$ cat config.mk
export PLATFORM = sky130hd
export DESIGN_NAME = fetch_pc_unit
export DESIGN_NICKNAME = d
export VERILOG_FILES = /design/src/rtl/kgp_isa_pkg.sv /design/src/rtl/next_pc_calc.sv /design/src/rtl/fetch_pc_unit.sv
export SDC_FILE = /design/constraint.sdc
export NUM_CORES = 1
export LEC_CHECK = 0
export CAP_MARGIN = 20
export CORE_ASPECT_RATIO = 0.5
export CORE_MARGIN = 4
export CORE_UTILIZATION = 45
export CTS_CLUSTER_SIZE = 24
export DETAILED_ROUTE_END_ITERATION = 10
export HOLD_SLACK_MARGIN = 0.12
export PLACE_DENSITY_LB_ADDON = 0.1
export SYNTH_ARGS = -nofsm -noshare
export SYNTH_HDL_FRONTEND = slang
export SYNTH_SLANG_ARGS = --single-unit
$ cat constraint.sdc
create_clock -name clk -period 3.5 [get_ports clk]
set_clock_uncertainty 0.05 [all_clocks]
set_input_delay 0.35 -clock clk [delete_from_list [all_inputs] [get_ports clk]]
set_output_delay 0.35 -clock clk [all_outputs]
set_load 0.01 [all_outputs]
$ cat src/rtl/kgp_isa_pkg.sv
// Shared ISA constants for the KGPminiRISC front end: opcodes, jump-control encodings, fetch FSM states.
// Pure declarations, no logic; imported by the fetch unit and its next-PC helper.
// Optional build macro used by the importers: FETCH_MISALIGN_TRAP_EN.
package kgp_isa_pkg;

    localparam logic [5:0] OP_NOP  = 6'b000000;
    localparam logic [5:0] OP_HALT = 6'b111111;

    // Decoder CondJump field
    localparam logic [2:0] CJ_NONE = 3'b000;
    localparam logic [2:0] CJ_LTZ  = 3'b001;
    localparam logic [2:0] CJ_Z    = 3'b010;
    localparam logic [2:0] CJ_NZ   = 3'b011;
    localparam logic [2:0] CJ_CY   = 3'b100;
    localparam logic [2:0] CJ_NCY  = 3'b101;

    // Decoder AddrSel field; 2'b11 is reserved and never takes a jump
    localparam logic [1:0] AS_IMM26 = 2'b00;
    localparam logic [1:0] AS_REG   = 2'b01;
    localparam logic [1:0] AS_IMM16 = 2'b10;

    typedef enum logic [1:0] {
        ST_REQ   = 2'd0,
        ST_ISSUE = 2'd1,
        ST_HALT  = 2'd2
    } fetch_state_e;

endpackage

$ cat src/rtl/next_pc_calc.sv
// Next-PC computation: branch condition, jump target and pc+4 link value.
// Purely combinational, zero latency; no handshake of its own.
// FETCH_MISALIGN_TRAP_EN: exposes misaligned_o instead of silently clearing target[1:0].
module next_pc_calc
    import kgp_isa_pkg::*;
#(
    parameter int PC_W = 32
) (
    input  logic [PC_W-1:0] pc_i,
    input  logic [25:0]     imm26_i,
    input  logic [2:0]      cond_jump_i,
    input  logic            uncond_jump_i,
    input  logic [1:0]      addr_sel_i,
    input  logic [31:0]     rs_value_i,
    input  logic            carry_flag_i,
    output logic [PC_W-1:0] pc_plus4_o,
`ifdef FETCH_MISALIGN_TRAP_EN
    output logic            misaligned_o,
`endif
    output logic [PC_W-1:0] next_pc_o
);

    localparam logic [PC_W-1:0] ALIGN_MASK = {{(PC_W-2){1'b1}}, 2'b00};

    logic            cond;
    logic            sel_ok;
    logic            taken;
    logic [PC_W-1:0] target_raw;
    logic [PC_W-1:0] target;

    assign pc_plus4_o = pc_i + PC_W'(4);

    // Evaluate the branch condition and the raw target for the selected addressing mode
    always_comb begin
        cond = 1'b0;
        case (cond_jump_i)
            CJ_LTZ:  cond = rs_value_i[31];
            CJ_Z:    cond = (rs_value_i == 32'd0);
            CJ_NZ:   cond = (rs_value_i != 32'd0);
            CJ_CY:   cond = carry_flag_i;
            CJ_NCY:  cond = ~carry_flag_i;
            default: cond = 1'b0;
        endcase

        sel_ok     = 1'b1;
        target_raw = pc_plus4_o;
        case (addr_sel_i)
            AS_IMM26: target_raw = pc_i + {{(PC_W-26){imm26_i[25]}}, imm26_i};
            AS_REG:   target_raw = rs_value_i[PC_W-1:0];
            AS_IMM16: target_raw = pc_i + {{(PC_W-16){imm26_i[15]}}, imm26_i[15:0]};
            default:  sel_ok     = 1'b0;
        endcase

        taken = sel_ok & (uncond_jump_i | cond);
    end

`ifdef FETCH_MISALIGN_TRAP_EN
    // Target passes through untouched; the fetch unit decides to trap on low bits
    assign target       = target_raw;
    assign misaligned_o = taken & (target_raw[1:0] != 2'b00);
`else
    // Word-align the target and keep running
    assign target = target_raw & ALIGN_MASK;
`endif

    assign next_pc_o = taken ? target : pc_plus4_o;

endmodule

$ cat src/rtl/fetch_pc_unit.sv
// Instruction fetch / PC unit: REQ reads imem at pc, ISSUE presents the instruction until accepted.
// Latency: 2 cycles per instruction minimum (REQ then ISSUE with immediate ready).
// Backpressure: instr_ready low holds instr/pc/instr_valid without re-fetch. Macro: FETCH_MISALIGN_TRAP_EN.
module fetch_pc_unit
    import kgp_isa_pkg::*;
#(
    parameter int              PC_W     = 32,
    parameter logic [PC_W-1:0] RESET_PC = '0
) (
    input  logic            clk,
    input  logic            rst,
    output logic            imem_en,
    output logic [PC_W-1:0] imem_addr,
    input  logic [31:0]     imem_rdata,
    output logic [31:0]     instr,
    output logic [5:0]      opcode,
    output logic            instr_valid,
    input  logic            instr_ready,
    output logic [PC_W-1:0] pc,
    output logic [PC_W-1:0] pc_plus4,
    input  logic [2:0]      cond_jump,
    input  logic            uncond_jump,
    input  logic [1:0]      addr_sel,
    input  logic [31:0]     rs_value,
    input  logic            carry_flag,
    output logic            halted,
    output logic            misalign
);

    fetch_state_e    state_q, state_d;
    logic [PC_W-1:0] pc_q, pc_d;
    logic [31:0]     instr_q, instr_d;
    logic [PC_W-1:0] next_pc;
    logic            handshake;
    logic            halt_op;
    logic            trap;

    assign handshake = (state_q == ST_ISSUE) & instr_ready;
    assign halt_op   = (instr_q[31:26] == OP_HALT);

    next_pc_calc #(
        .PC_W (PC_W)
    ) u_next_pc (
        .pc_i          (pc_q),
        .imm26_i       (instr_q[25:0]),
        .cond_jump_i   (cond_jump),
        .uncond_jump_i (uncond_jump),
        .addr_sel_i    (addr_sel),
        .rs_value_i    (rs_value),
        .carry_flag_i  (carry_flag),
        .pc_plus4_o    (pc_plus4),
`ifdef FETCH_MISALIGN_TRAP_EN
        .misaligned_o  (trap),
`endif
        .next_pc_o     (next_pc)
    );

`ifdef FETCH_MISALIGN_TRAP_EN
    logic misalign_q, misalign_d;

    // Misalignment flag is sticky until reset; HALT opcode takes precedence over a trap
    always_comb begin
        misalign_d = misalign_q | (handshake & ~halt_op & trap);
    end

    // Misalignment flag register
    always_ff @(posedge clk) begin
        if (rst) misalign_q <= 1'b0;
        else     misalign_q <= misalign_d;
    end

    assign misalign = misalign_q;
`else
    assign trap     = 1'b0;
    assign misalign = 1'b0;
`endif

    // State, PC and instruction registers; reset wins over any handshake in flight
    always_ff @(posedge clk) begin
        if (rst) begin
            state_q <= ST_REQ;
            pc_q    <= RESET_PC;
            instr_q <= 32'd0;
        end else begin
            state_q <= state_d;
            pc_q    <= pc_d;
            instr_q <= instr_d;
        end
    end

    // Next-state logic: REQ always moves on, ISSUE waits for the handshake, HALT is terminal
    always_comb begin
        state_d = state_q;
        case (state_q)
            ST_REQ:   state_d = ST_ISSUE;
            ST_ISSUE: if (handshake) state_d = (halt_op | trap) ? ST_HALT : ST_REQ;
            ST_HALT:  state_d = ST_HALT;
            default:  state_d = ST_REQ;
        endcase
    end

    // Datapath next values: capture read data in REQ, advance PC only on a non-halting handshake
    always_comb begin
        instr_d = instr_q;
        pc_d    = pc_q;
        if (state_q == ST_REQ) instr_d = imem_rdata;
        if (handshake && !halt_op && !trap) pc_d = next_pc;
    end

    // Moore outputs decoded from the current state
    always_comb begin
        imem_en     = (state_q == ST_REQ) & ~rst;
        instr_valid = (state_q == ST_ISSUE);
        halted      = (state_q == ST_HALT);
    end

    assign imem_addr = pc_q;
    assign pc        = pc_q;
    assign instr     = instr_q;
    assign opcode    = instr_q[31:26];

endmodule

Word level (Yosys, flattened, before mapping)
Index checks and enable logic that the tools add are counted.

Bits of input ports: 74. Register bits after elaboration: 66. Word-level logic and storage cells: 37. Output and inout bits: 138.

Eq/ne operators: 11. Mux-type cells: 7. Reductions and logical operators: 7. Add/subtract/negate cells: 3. Bitwise operators: 6.

Operators with widths (count): $pmux W32 S3 (1); $add A32 B32 Y32 (2); $add A32 B3 Y32 const B (1); $logic_not A32 Y1 (1); $mux W32 (1); $reduce_bool A32 Y1 (1); $eq A3 B2 Y1 const B (2); $eq A3 B3 Y1 const B (2); $eq A6 B6 Y1 const B (1); $pmux W2 S3 (1); $pmux W1 S5 (1); $eq A2 B1 Y1 const B (2); $eq A2 B2 Y1 const B (2); $logic_not A2 Y1 (2); $mux W2 (2); $and A1 B1 Y1 (3); $eq A3 B1 Y1 const B (1); $reduce_or A3 Y1 (1); $ne A2 B1 Y1 const B (1); $not A1 Y1 (2); $logic_and A1 B1 Y1 (1); $logic_not A1 Y1 (1); $mux W1 (1); $or A1 B1 Y1 (1).

Longest topological paths before layout
Depth after elaboration: 5. Gate-level depth with buffers: 14. Depth with buffers taken out: 12.

Modules after synthesis
A second synthesis with hierarchy kept.

Cells, all modules: 787. Area total of the unflattened synthesis: 5977.0 sq um.

Modules (own cells, without submodules): next_pc_calc (area each 3006.6 sq um, sequential area each 0.0 sq um, cells each 455, times used 1); fetch_pc_unit (area each 2970.3 sq um, sequential area each 1321.3 sq um, cells each 332, times used 1).

Worst setup path before layout
No wires, ideal clock.

Kind: input to register. Start point: input port addr_sel[0]. End point: register pc_q[29], in the netlist imem_addr[29]. Stages: 13. Required time: 3.320 ns. Setup time: 0.130 ns. Path slack: 0.521 ns. Arrival time: 2.799 ns. Buffers on the path: 1. Cells stage by stage: inv_1 -> nand3_1 -> nand2_1 -> ha_1 -> clkbuf_1 -> nand2_1 -> nor2_1 -> a2111oi_0 -> nand4_1 -> a41o_1 -> xor2_1 -> a221oi_1 -> nor3_1.

Longest elaborated chain between the ends: 5. Elaborated cells on any way between the ends: 8. Classes of those cells: eq/ne: 2; mux: 3; bitwise: 1; reduce/logical: 2.

Ends and longest elaborated chain: start, declared (line fetch_pc_unit.sv:23) `input logic [1:0] addr_sel,`; $eq A2 B1 Y1, or another cell as far along (line next_pc_calc.sv:47) `case (addr_sel_i)`; $reduce_or A3 Y1 (no source line); $mux W1 (line next_pc_calc.sv:47); $and A1 B1 Y1 (line next_pc_calc.sv:54) `taken = sel_ok & (uncond_jump_i | cond);`; $mux W32 (*) (line next_pc_calc.sv:66) `assign next_pc_o = taken ? target : pc_plus4_o;`; end signal, assigned (line fetch_pc_unit.sv:86) `pc_q <= pc_d;`; end, declared (line fetch_pc_unit.sv:31) `logic [PC_W-1:0] pc_q, pc_d;`.

Every way passes the cells marked *; elsewhere a longest branch is shown, timed or not. A chain may end at the register's enable or synchronous reset.

Worst setup path after layout
Start point: register pc_q[3], in the netlist imem_addr[3]. End point: output port pc_plus4[28].

Longest elaborated chain between the ends: 1.

Ends and longest elaborated chain: $add A32 B3 Y32 (line next_pc_calc.sv:31) `assign pc_plus4_o = pc_i + PC_W'(4);`; end, declared (line fetch_pc_unit.sv:20) `output logic [PC_W-1:0] pc_plus4,`.

Every way passes these cells.

==> results.md <==
* CP Cell Sequence: ha_1 -> nand3_1 -> or3_4 -> nor4_4 -> nand3_1 -> xnor2_1 -> clkdlybuf4s50_1
* Metal3 WL at 1940 um
* CP required at 3100 ps
* Largest net degree at the start of global routing at 52
* Pre-Repair DR Iteration Count at 5
* Critical Path Most Common Cell: nand3_1
* Synth warn at 0
* Worst-margin pin slew at 767 ps
* Hold path startpoint: rst
* Number of fill cells at 1063
* Number of diodes at 0
* Hold endpoint: imem_addr[19]$_SDFFE_PP0P_
* R2r endpoint: imem_addr[26]$_SDFFE_PP0P_
* Asr flop ratio synth at 0%
* Starting Density at 46.2%
* Critical path startpoint category: register
* Clk root buf: clkbuf_16
* Clk_lat worst skew at 340 ps
* Reg2Reg Depth at 9
* Max layer used: met4
* Slowest cell on the critical path: clkdlybuf4s50_1
* Peak supply drop at 0.239 mV
* Post-DP HPWL at 15600 um
* Area delta synth->final at 46.5%
* Synthesized area per cell at 7.21 um^2
* Lkg Pwr at 3.20 nW
* Die Span Y at 85.9 um
* EDFF count, synth at 0
* Seq cells post-synth at 64
* Number of antenna violations at the first check in global routing at 0
* Final Power at 2.56 mW
* Fmax at 0.301 GHz
* Reg2reg start: imem_addr[3]$_SDFFE_PP0P_
* Final setup viols at 0
* Routed Wire Length at 20200 um
* Hold_buf cts at 0
* Pwr Density at 320 mW/mm^2
* DR WL/cell at 18.0 um
* Total CTS buffers at 9
* Via density at 5.81
* CTS resizes at 0
* Longest Clk Path Bufs at 2
* Predominant post-synthesis flop cell: dfxtp_1
* GRT Overall Usage at 27.8%
* Post-route clock period utilization at 94.9%
* Status: complete, no violations
* CTS Sinks at 64
* Post-CTS Setup Bufs at 0
* Die Wd at 164 um
* CP arrival at 2920 ps
* First-pass GRT wire length at 31600 um
* Core Footprint at 0.0118 mm^2
* Crit path largest cell delay at 590 ps
* WHS at 397 ps
* WHS Path Cells at 2
* MaxCap Viol Count at 0
* H-tree depth at 3
* Post-route ant nets at 0
* Crit Path Max Fanout at 9
* Mapped cell area at 0.00547 mm^2
* Slew margin rel. at 48.8%
* CTS tree: done
* DR DRC count at 0
* Final nets at 1052
* Layout cells sized above 1 at 9.44%
* Endpoint type of the worst setup path: primary output
* Vias in the first global route at 6142
* Met2 wire length at 9140 um
* Kind of critical path: register to primary output
* Final Max Tran Viols at 0
* R2R Setup Slk at 320 ps
* Hold Fails Final Rpt at 0
* Fraction of the yosys area taken by sequential cells at 23.4%
* Routability Congestion at 0.933
* Post-synth cell types at 63
* Fin Setup TNS at 0 ps
* Clock Pin Slew Worst Setup and Hold Paths at 70 ps
* Synth Instances at 758
* DR vias at 6496
* Rows at 28
* Period minus WS final at 3320 ps
* IO Pins at 212
* Number of port buffers at 204
* RSZ-0062 raised after global routing: false
* Die Area at 0.0141 mm^2
* Iter 0 DRT Violations at 582
* Metal-1 WL at 8740 um
* Hold WC Path Type: input port to register
* Total congestion overflow at 0
Yosys cell counts, types with 5 or more instances:
master,count,area share [%]
xnor2_1,25,4.0
a31oi_1,9,1.0
nor2b_1,6,0.69
a21oi_1,76,7.0
o21ai_0,32,2.9
dfxtp_1,64,23
nor3_1,22,2.0
a221oi_1,6,0.96
nor4_1,11,1.3
o211ai_1,9,1.2
o21a_1,5,0.69
nand4_1,10,1.1
nand2_1,131,9.0
a22oi_1,7,0.96
or3_1,5,0.57
a211oi_1,11,1.5
inv_1,14,0.96
ha_1,30,6.9
o22ai_1,7,0.80
nor2_1,53,3.6
clkbuf_1,36,2.5
and3_1,9,1.0
buf_4,44,6.0
nand2b_1,5,0.57
mux2i_1,6,1.1
xor2_1,20,3.2
nand3_1,28,2.6
a21o_1,7,0.96
worst max-delay path: cells and delay by family, from the launching register on:
family                     cells  cell delay, ps
xor gates and xnor gates       1             240
buffers and inverters          1             590
DFF                            1             450
and+or+nand+nor                4            1070
adders and majority gates      1             220
cells in the final DEF, fill, tap and decap left out, drive strengths merged, types with 5 or more instances in the layout:
cell | Yosys | layout
o311ai | 5 | 5
a211oi | 11 | 11
nor2 | 53 | 53
and3 | 9 | 9
a22oi | 7 | 7
o21ai | 34 | 34
inv | 14 | 16
xor2 | 20 | 20
nor2b | 6 | 6
or3 | 5 | 5
clkbuf | 37 | 9
nand2 | 131 | 131
a21o | 7 | 7
o211ai | 9 | 9
o21a | 5 | 5
nand2b | 5 | 5
o22ai | 7 | 7
a31oi | 9 | 9
nor3 | 22 | 22
nand4 | 11 | 11
a221oi | 6 | 6
xnor2 | 25 | 25
ha | 30 | 30
a21oi | 76 | 76
buf | 47 | 54
nor4 | 14 | 14
conb | 1 | 7
nand3 | 28 | 28
mux2i | 6 | 6
dfxtp | 64 | 64
clkdlybuf4s50 | 0 | 203
metrics by stage:
step,worst slack (ps),cell area [um^2],utilization (%),instances
floorplan,521,5490,-,764
global placement,-19.0,7640,64.5,1101
detailed placement,-55.0,7660,64.7,1102
CTS,35.2,7990,67.5,1118
global route,9.15,8010,67.7,1118
finish,177,8010,67.7,1118
area by class of cell:
type	instances	area, um^2	area share (%)
tap	165	206	2.58
sequential	64	1280	16.0
multi-input combinational	602	3700	46.2
clock inverter	7	104	1.30
clock buffer	9	225	2.81
inverter	14	52.6	0.656
timing repair buffer	257	2440	30.5
cell families after synthesis:
family	Yosys count	synth area share (%)
AND/OR/NAND/NOR	302	26.0
adder cells (fa/ha/maj)	30	6.86
flip-flops	64	23.4
other	1	0.0686
multiplexers	7	1.30
XOR/XNOR	45	7.21
AO/OA/AOI/OAI	211	25.1
buffers and inverters	98	9.95
report_power, final:
group / internal [mW] / leakage (nW) / switching, mW / total [mW]
sequential: 0.769 / 0.525 / 0.0575 / 0.826
clock: 0.633 / 0.161 / 0.386 / 1.02
combinational: 0.364 / 2.51 / 0.355 / 0.718
total: 1.77 / 3.20 / 0.798 / 2.56
how the worst max path moves through the flow:
stage                               startpoint                         end  slack (ps)
finish               imem_addr[3]$_SDFFE_PP0P_                pc_plus4[28]         180
global route        imem_addr[12]$_SDFFE_PP0P_                pc_plus4[30]           9
CTS                  imem_addr[2]$_SDFFE_PP0P_                pc_plus4[28]          40
detailed placement                 addr_sel[1]  imem_addr[27]$_SDFFE_PP0P_         -50
global placement                   addr_sel[1]  imem_addr[29]$_SDFFE_PP0P_         -20
floorplan                          addr_sel[0]  imem_addr[29]$_SDFFE_PP0P_         520
metal layers:
layer | GRT usage, % | up-vias
li1 | - | 3091
met1 | 36.8 | 3020
met2 | 45.5 | 356
met3 | 6.96 | 29
met4 | 7.38 | 0
met5 | 0 | -
state kept, by name, summed over array words and instances, names as in the netlist:
register / flops
instr: 32
imem_addr: 30
state_q: 2
Power figures use the tool's default switching activity.
